### config.mk
export PLATFORM = sky130hd
export DESIGN_NAME = sync_fifo_ctrl
export DESIGN_NICKNAME = d
export VERILOG_FILES = /design/src/rtl/sync_fifo_ctrl.sv
export SDC_FILE = /design/constraint.sdc
export NUM_CORES = 1
export LEC_CHECK = 0
export CORE_UTILIZATION = 45
export DETAILED_ROUTE_END_ITERATION = 8
export PLACE_DENSITY = 0.78
export SLEW_MARGIN = 10
export SYNTH_ARGS = -nofsm -noshare
export SYNTH_HDL_FRONTEND = slang
export SYNTH_SLANG_ARGS = --single-unit
export TNS_END_PERCENT = 50
### constraint.sdc
create_clock -name clk -period 5.9 [get_ports clk]
set_clock_uncertainty 0.15 [all_clocks]
set_input_delay 0.59 -clock clk [delete_from_list [all_inputs] [get_ports clk]]
set_output_delay 0.59 -clock clk [all_outputs]
set_load 0.005 [all_outputs]
### src/rtl/sync_fifo_ctrl.sv
// Synchronous FIFO controller driving an external one-clock simple-dual-port RAM (2-cycle read latency).
// Optional sticky overflow/underflow flags are enabled with macro SYNC_FIFO_ERR_FLAGS_EN.
module sync_fifo_ctrl #(
    parameter int AW = 4,
    parameter int DW = 2
) (
    input  logic          clk,
    input  logic          rst,
    input  logic          wr_en,
    input  logic [DW-1:0] wr_data,
    output logic          full,
    input  logic          rd_en,
    output logic [DW-1:0] rd_data,
    output logic          rd_valid,
    output logic          empty,
    output logic [AW:0]   count,
    output logic          ram_wen,
    output logic [AW-1:0] ram_waddr,
    output logic [DW-1:0] ram_din,
    output logic          ram_ren,
    output logic [AW-1:0] ram_raddr,
    input  logic [DW-1:0] ram_dout,
    output logic          ovf,
    output logic          udf
);

    logic [AW:0] wptr_q, wptr_d;
    logic [AW:0] rptr_q, rptr_d;
    logic [AW:0] wvis_q, wvis_d;
    logic [1:0]  rv_q, rv_d;
    logic        wr_acc, rd_acc;

    always_comb begin
        full   = (wptr_q[AW] != rptr_q[AW]) && (wptr_q[AW-1:0] == rptr_q[AW-1:0]);
        empty  = (wvis_q == rptr_q);
        // Strobes are held low during reset so the RAM input registers flush.
        wr_acc = wr_en && !full && !rst;
        rd_acc = rd_en && !empty && !rst;
        wptr_d = wptr_q + {{AW{1'b0}}, wr_acc};
        rptr_d = rptr_q + {{AW{1'b0}}, rd_acc};
        // Visible write pointer lags so a word becomes readable once the RAM has committed it.
        wvis_d = wptr_q;
        rv_d   = {rv_q[0], rd_acc};
    end

    always_ff @(posedge clk or posedge rst) begin
        if (rst) begin
            wptr_q <= '0;
            rptr_q <= '0;
            wvis_q <= '0;
            rv_q   <= '0;
        end else begin
            wptr_q <= wptr_d;
            rptr_q <= rptr_d;
            wvis_q <= wvis_d;
            rv_q   <= rv_d;
        end
    end

    assign ram_wen   = wr_acc;
    assign ram_waddr = wptr_q[AW-1:0];
    assign ram_din   = wr_data;
    assign ram_ren   = rd_acc;
    assign ram_raddr = rptr_q[AW-1:0];
    assign count     = wptr_q - rptr_q;
    assign rd_valid  = rv_q[1];
    assign rd_data   = ram_dout;

`ifdef SYNC_FIFO_ERR_FLAGS_EN
    logic ovf_q, ovf_d;
    logic udf_q, udf_d;

    always_comb begin
        ovf_d = ovf_q | (wr_en & full);
        udf_d = udf_q | (rd_en & empty);
    end

    always_ff @(posedge clk or posedge rst) begin
        if (rst) begin
            ovf_q <= 1'b0;
            udf_q <= 1'b0;
        end else begin
            ovf_q <= ovf_d;
            udf_q <= udf_d;
        end
    end

    assign ovf = ovf_q;
    assign udf = udf_q;
`else
    assign ovf = 1'b0;
    assign udf = 1'b0;
`endif

endmodule
==> impl_results.md, run 1 <==
* Maximum vdd drop at ~0.42 mV
* DR WL/cell at roughly 12 um
* Htree depth at 1
* Initial antenna violation count at 0
* Pin count of the biggest net entering global routing at 18
* Min Hold Slack at approximately 0.21 ns
* Post-layout util at approximately three fifths
* Hold_buf cts at 0
* Worst-path clk slew at approximately 0.090 ns
* DP Wirelength at 1100 um
* Initial Util at around half
* Compound-Gate Fraction of Synth Area at under 10%
* Layout cells sized above 1 at ~5.6%
* Post-synth cell types at 16
* Maximum clock insertion buffer count at 2
* Slew headroom at about three fifths
* Fin crit share at a little over half
* P&R area growth vs syn at 18.4%
* Final Setup Violations at 0
* Std cell rows at 15
* Post-detailed-routing wire length at roughly 1400 um
* CP Capture Type: output pin
* Post-Synth XOR/XNOR Area at ~15%
* Min cycle time layout at roughly 3.1 ns
* Fmax at between 0.3 and 0.4 GHz
* Chip Width at approximately 47 um
* I/O pins at 32
* Synth Area in Adders at 13.3%
* Dpl ws at 3.06 ns
* Final ANT Viol Nets at 0
* Vias at a little over 500
* CP Launch Type: flip-flop
* Reg2reg path depth at 9
* Max_cap viols at 0
* Flops & latches, synth at 17
* DP Area at ~0.0010 sq mm
* IO buf count at 21
* Clock latency on the worst-skew pair at about 0.28 ns
* Pwr Density at between 600 and 700 mW/mm^2
* Hold path depth at 0
* Hold Crit Class: flip-flop to flip-flop
* Hold Fails Final Rpt at 0
* Post-synthesis mux area share at 0%
* Synth Instances at a little under 80
* Die H at around 47 um
* Layout Nets at roughly 110
* Grt ovf at 0
* Number of CTS-inserted buffers at 3
* # DRC at 0
* Critical Setup Path Class: flip-flop to output pin
* Post-CTS Resized at 0
* Mapped cell area at 902 sq um
* Min setup slack post-route at between 2 and 3 ns
* Leakage at between 0.4 and 0.5 nW
* Routability cong. at approximately 0.76
* CP max FO at 4
* Fin. max-slew vios at 0
* First-pass GRT wire length at approximately 2400 um
* Syn_area_per_cell at ~12 sq um
* Synth Area in Simple Gates at between 7 and 8%
* CTS root buf: clkbuf_4
* Post-CTS Setup Bufs at 0
* Largest family of logic cells by synthesized area: buffers and inverters
* DR pass1 iterations at 3
* Req. time, crit path at 5.16 ns
* Total die area at 0.00219 sq mm
* CTS Sinks at 17
* Vias in the first global route at between 500 and 600
* Cell count after placement at 110
* Ant diodes at 0
* Core footprint at between 0.0015 and 0.002 sq mm
* Status: complete, no violations
* Total Power at around 720 uW
* CTS tree: done
* Fin cells at 114
* Seq/Total Area, Yosys at 47.2%
* Via/cell ratio at about 4.5
* Crit path DAT at around 2.4 ns
* Tot GR Track Use at 16.0%
* Worst-margin pin slew at around 0.63 ns
* Post-Route Setup TNS at 0 ns
* Synth warn at 0
* Initial DRC count at 5
* RSZ-0062 raised after global routing: no
* Final Cell Area at 0.00107 sq mm
-- state kept, by name, summed over array words and instances, names as in the netlist --
name / count
rptr_q: 5
rv_q: 2
wptr_q: 5
wvis_q: 5
-- final cells by class --
type,count,area [sq um]
Timing Repair Buffer,21,210
Fill cell,166,733
Multi-Input combinational cell,40,349
Sequential cell,17,425
Clock buffer,4,26.3
Tap cell,25,31.3
Inverter,7,26.3
-- worst paths after layout --
check,end,slack (ns),start
max,count[4],2.76,wptr_q[0]
min,rv_q[1],0.21,rv_q[0]
max reg2reg,wptr_q[4],3.67,rptr_q[2]
min reg2reg,rv_q[1],0.21,rv_q[0]
max in group asynchronous,wptr_q[4],4.56,rst
min in group asynchronous,wptr_q[0],0.63,rst
-- layer usage --
metal,up-vias,global-route usage [%],share of wire [%]
met4,0,8.57,0
met3,0,3.85,6.5
met2,20,23.9,47
met5,-,0,0
li1,254,-,-
met1,237,21.7,47
-- cell families (layout without fill, tap and decap cells) --
kind of cell | count (synthesis) | count (layout)
AOI/OAI and AO/OA | 4 | 4
xor gates and xnor gates | 15 | 15
adders and majority gates | 9 | 9
buffers and inverters | 21 | 32
DFF | 17 | 17
other | 1 | 2
and+or+nand+nor | 10 | 10
-- power breakdown --
part / switching (mW) / internal, mW
Clock: 0.0342 / 0.0262
Sequential: 0.0624 / 0.170
Combinational: 0.157 / 0.268
Total: 0.253 / 0.464
-- cells in the final DEF, fill, tap and decap left out, drive strengths merged --
master / synthesis / routed
inv: 7 / 7
ha: 8 / 8
nand4: 1 / 1
xnor2: 10 / 10
dfrtp: 17 / 17
nor3b: 2 / 2
fa: 1 / 1
conb: 1 / 2
clkdlybuf4s50: 0 / 21
nor2: 1 / 1
a21oi: 2 / 2
a21o: 2 / 2
clkbuf: 0 / 4
nor3: 1 / 1
nand3: 5 / 5
xor2: 5 / 5
-- cells in the mapped netlist --
master	number	area share, %
a21o_1	2	1.7
ha_1	8	11
nand3_1	5	2.8
fa_1	1	2.2
nor3b_1	1	0.83
inv_1	7	2.9
a21oi_1	2	1.1
conb_1	1	0.42
dfrtp_1	17	47
nor3_2	1	1.1
xnor2_1	10	9.7
nand4_1	1	0.69
buf_4	14	12
xor2_1	5	4.9
nor3b_2	1	1.4
nor2_1	1	0.42
-- worst max-delay path: stages (launching register included) --
cell             delay, ns
dfrtp_1               0.42
inv_1                 0.07
ha_1                  0.13
inv_1                 0.06
fa_1                  0.40
a21o_1                0.19
a21oi_1               0.18
xnor2_1               0.14
clkdlybuf4s50_1       0.52
Power figures use the tool's default switching activity.
==> run 2, diff against run 1 <==
CORE_UTILIZATION = 43   (was 45)
PLACE_DENSITY = 0.75   (was 0.78)
clock period = 3 ns   (was 5.9 ns; I/O delays follow)
==> run 2 against run 1 <==
Against the previous run: sequential power is 98% higher; die area is 4.5% higher; clock power is 93% higher; largest power group unchanged; highest routed layer is now met4.
==> impl_results.md, run 2 (synthesis results as in run 1) <==
* CP max FO at 4
* CTS tree: done
* Req. time, crit path at roughly 2.6 ns
* CTS Sinks at 17
* Hold Crit Class: flip-flop to flip-flop
* Crit path DAT at approximately 2.3 ns
* Post-Route Setup TNS at 0 ns
* Vias at around 540
* First-pass GRT wire length at between 2000 and 2500 um
* Filler cell count at approximately 200
* Total die area at ~0.0023 sq mm
* Initial DRC count at 3
* Std cell rows at 16
* Initial Util at between 40% and 50%
* Vias in the first global route at just over 500
* Clock share of power at between 8 and 9%
* P&R area growth vs syn at 19.1%
* Crit-path most repeated cell: inv_1
* Min setup slack post-route at roughly 0.21 ns
* Pin count of the biggest net entering global routing at 18
* Max_cap viols at 0
* Leakage at approximately 0.5 nW
* Final ANT Viol Nets at 0
* Slew headroom at a little under three fifths
* Final Setup Violations at 0
* Family with the most delay on the worst path: buffers and inverters
* Max incr delay on CP at 0.51 ns
* Fin crit share at between 90% and 100%
* Cell-internal power at ~920 uW
* I/O pins at 32
* Layout cells sized above 1 at roughly 7.9%
* DP Area at approximately 0.0010 sq mm
* Number of CTS-inserted buffers at 3
* CP Launch Type: flip-flop
* Comb power frac at between 50% and 60%
* CP Capture Type: output pin
* Maximum clock insertion buffer count at 2
* IO buf count at 21
* Tot GR Track Use at around 15%
* DR WL/cell at 12.4 um
* Status: complete, no violations
* DP Wirelength at 1150 um
* Initial antenna violation count at 0
* FF/Latch Area at 427 sq um
* Via/cell ratio at roughly 4.6
* Hold_buf cts at 0
* Min cycle time layout at about 2.8 ns
* Layout Nets at 107
* Sequential Power Share at 32.7%
* Post-detailed-routing wire length at approximately 1400 um
* Worst-margin pin slew at about 0.64 ns
* RSZ-0062 raised after global routing: no
* Clock latency on the worst-skew pair at 0.28 ns
* Commonest non-fill, non-tap cell in the layout: clkdlybuf4s50_1
* Core footprint at approximately 0.0020 sq mm
* Commonest cells after routing, fill and taps aside: clkdlybuf4s50_1, dfrtp_1, xnor2_1
* Area occupied by multi-input gates at ~350 sq um
* Hold Fails Final Rpt at 0
* Maximum vdd drop at around 0.7 mV
* Ant diodes at 0
* Fmax at around 0.36 GHz
* Critical Setup Path Class: flip-flop to output pin
* Routability cong. at roughly 0.8
* Dpl ws at roughly 0.44 ns
* Top flop regs: rptr_q: 5 flops, wptr_q: 5 flops, wvis_q: 5 flops
* Grt ovf at 0
* Switching Fraction at about a third
* Critical path cell sequence: inv_1, ha_1, inv_1, fa_2, a21o_1, a21oi_1, xnor2_1, clkdlybuf4s50_1
* Crit-path slowest cell: clkdlybuf4s50_1
* # DRC at 0
* Fin. max-slew vios at 0
* Net load switching power at around 490 uW
* Final Cell Area at roughly 0.0011 sq mm
* DR pass1 iterations at 3
* Htree depth at 1
* Die H at around 48 um
* CTS root buf: clkbuf_4
* Chip Width at between 40 and 50 um
* Pwr Density at 1310 mW/mm^2
* CP Buf/Inv Count at 3
* Worst-path clk slew at ~0.09 ns
run 2: final timing paths:
kind | slack [ns] | endpoint | cells after the start | from
setup / recovery | 0.21 | count[4] | 8 | wptr_q[0]
max in group asynchronous | 1.92 | rptr_q[0] | 2 | rst
min in group asynchronous | 0.33 | rv_q[1] | 2 | rst
setup reg to reg | 0.76 | wptr_q[4] | 9 | rptr_q[2]
hold / removal | 0.22 | rv_q[1] | 0 | rv_q[0]
hold reg to reg | 0.22 | rv_q[1] | 0 | rv_q[0]
run 2: metal layers:
layer / track usage, % / vias up / wire length, um
met5: 0 / - / 0
met4: 8.33 / 0 / 38
met3: 6.79 / 4 / 79
met2: 22.4 / 16 / 702
met1: 18.0 / 261 / 618
li1: - / 254 / -
run 2: layout make-up:
cell class                      count  share of cell area (%)
Sequential cell                    17                    39.7
Tap cell                           27                    3.14
Clock buffer                        4                    2.44
Multi-Input combinational cell     40                    32.7
Inverter                            7                    2.44
Timing Repair Buffer               21                    19.6
run 2: power by group through the flow:
stage / logic (mW) / registers, mW / clock network [mW]
after floorplan: 0.490 / 0.433 / 0
after global placement: 0.809 / 0.458 / 0
after detailed placement: 0.836 / 0.464 / 0
after CTS: 0.837 / 0.462 / 0.123
after global routing: 0.925 / 0.478 / 0.134
final: 0.833 / 0.462 / 0.117
run 2: timing repair:
action	CTS	global route
endpoints found under the setup margin	0	1
buffers inserted	0	0
hold endpoints to repair	0	0
gates resized for setup	0	2
run 2: metrics by stage:
stage | hold WS [ns] | instances | total power [mW] | utilization [%]
final | 0.216 | 116 | 1.41 | 54.8
after detailed placement | 0.187 | 112 | 1.30 | 53.3
after global placement | 0.190 | 112 | 1.27 | 53.3
after CTS | 0.222 | 116 | 1.42 | 54.6
after floorplan | 0.0761 | 78 | 0.923 | -
after global routing | 0.230 | 116 | 1.54 | 54.8
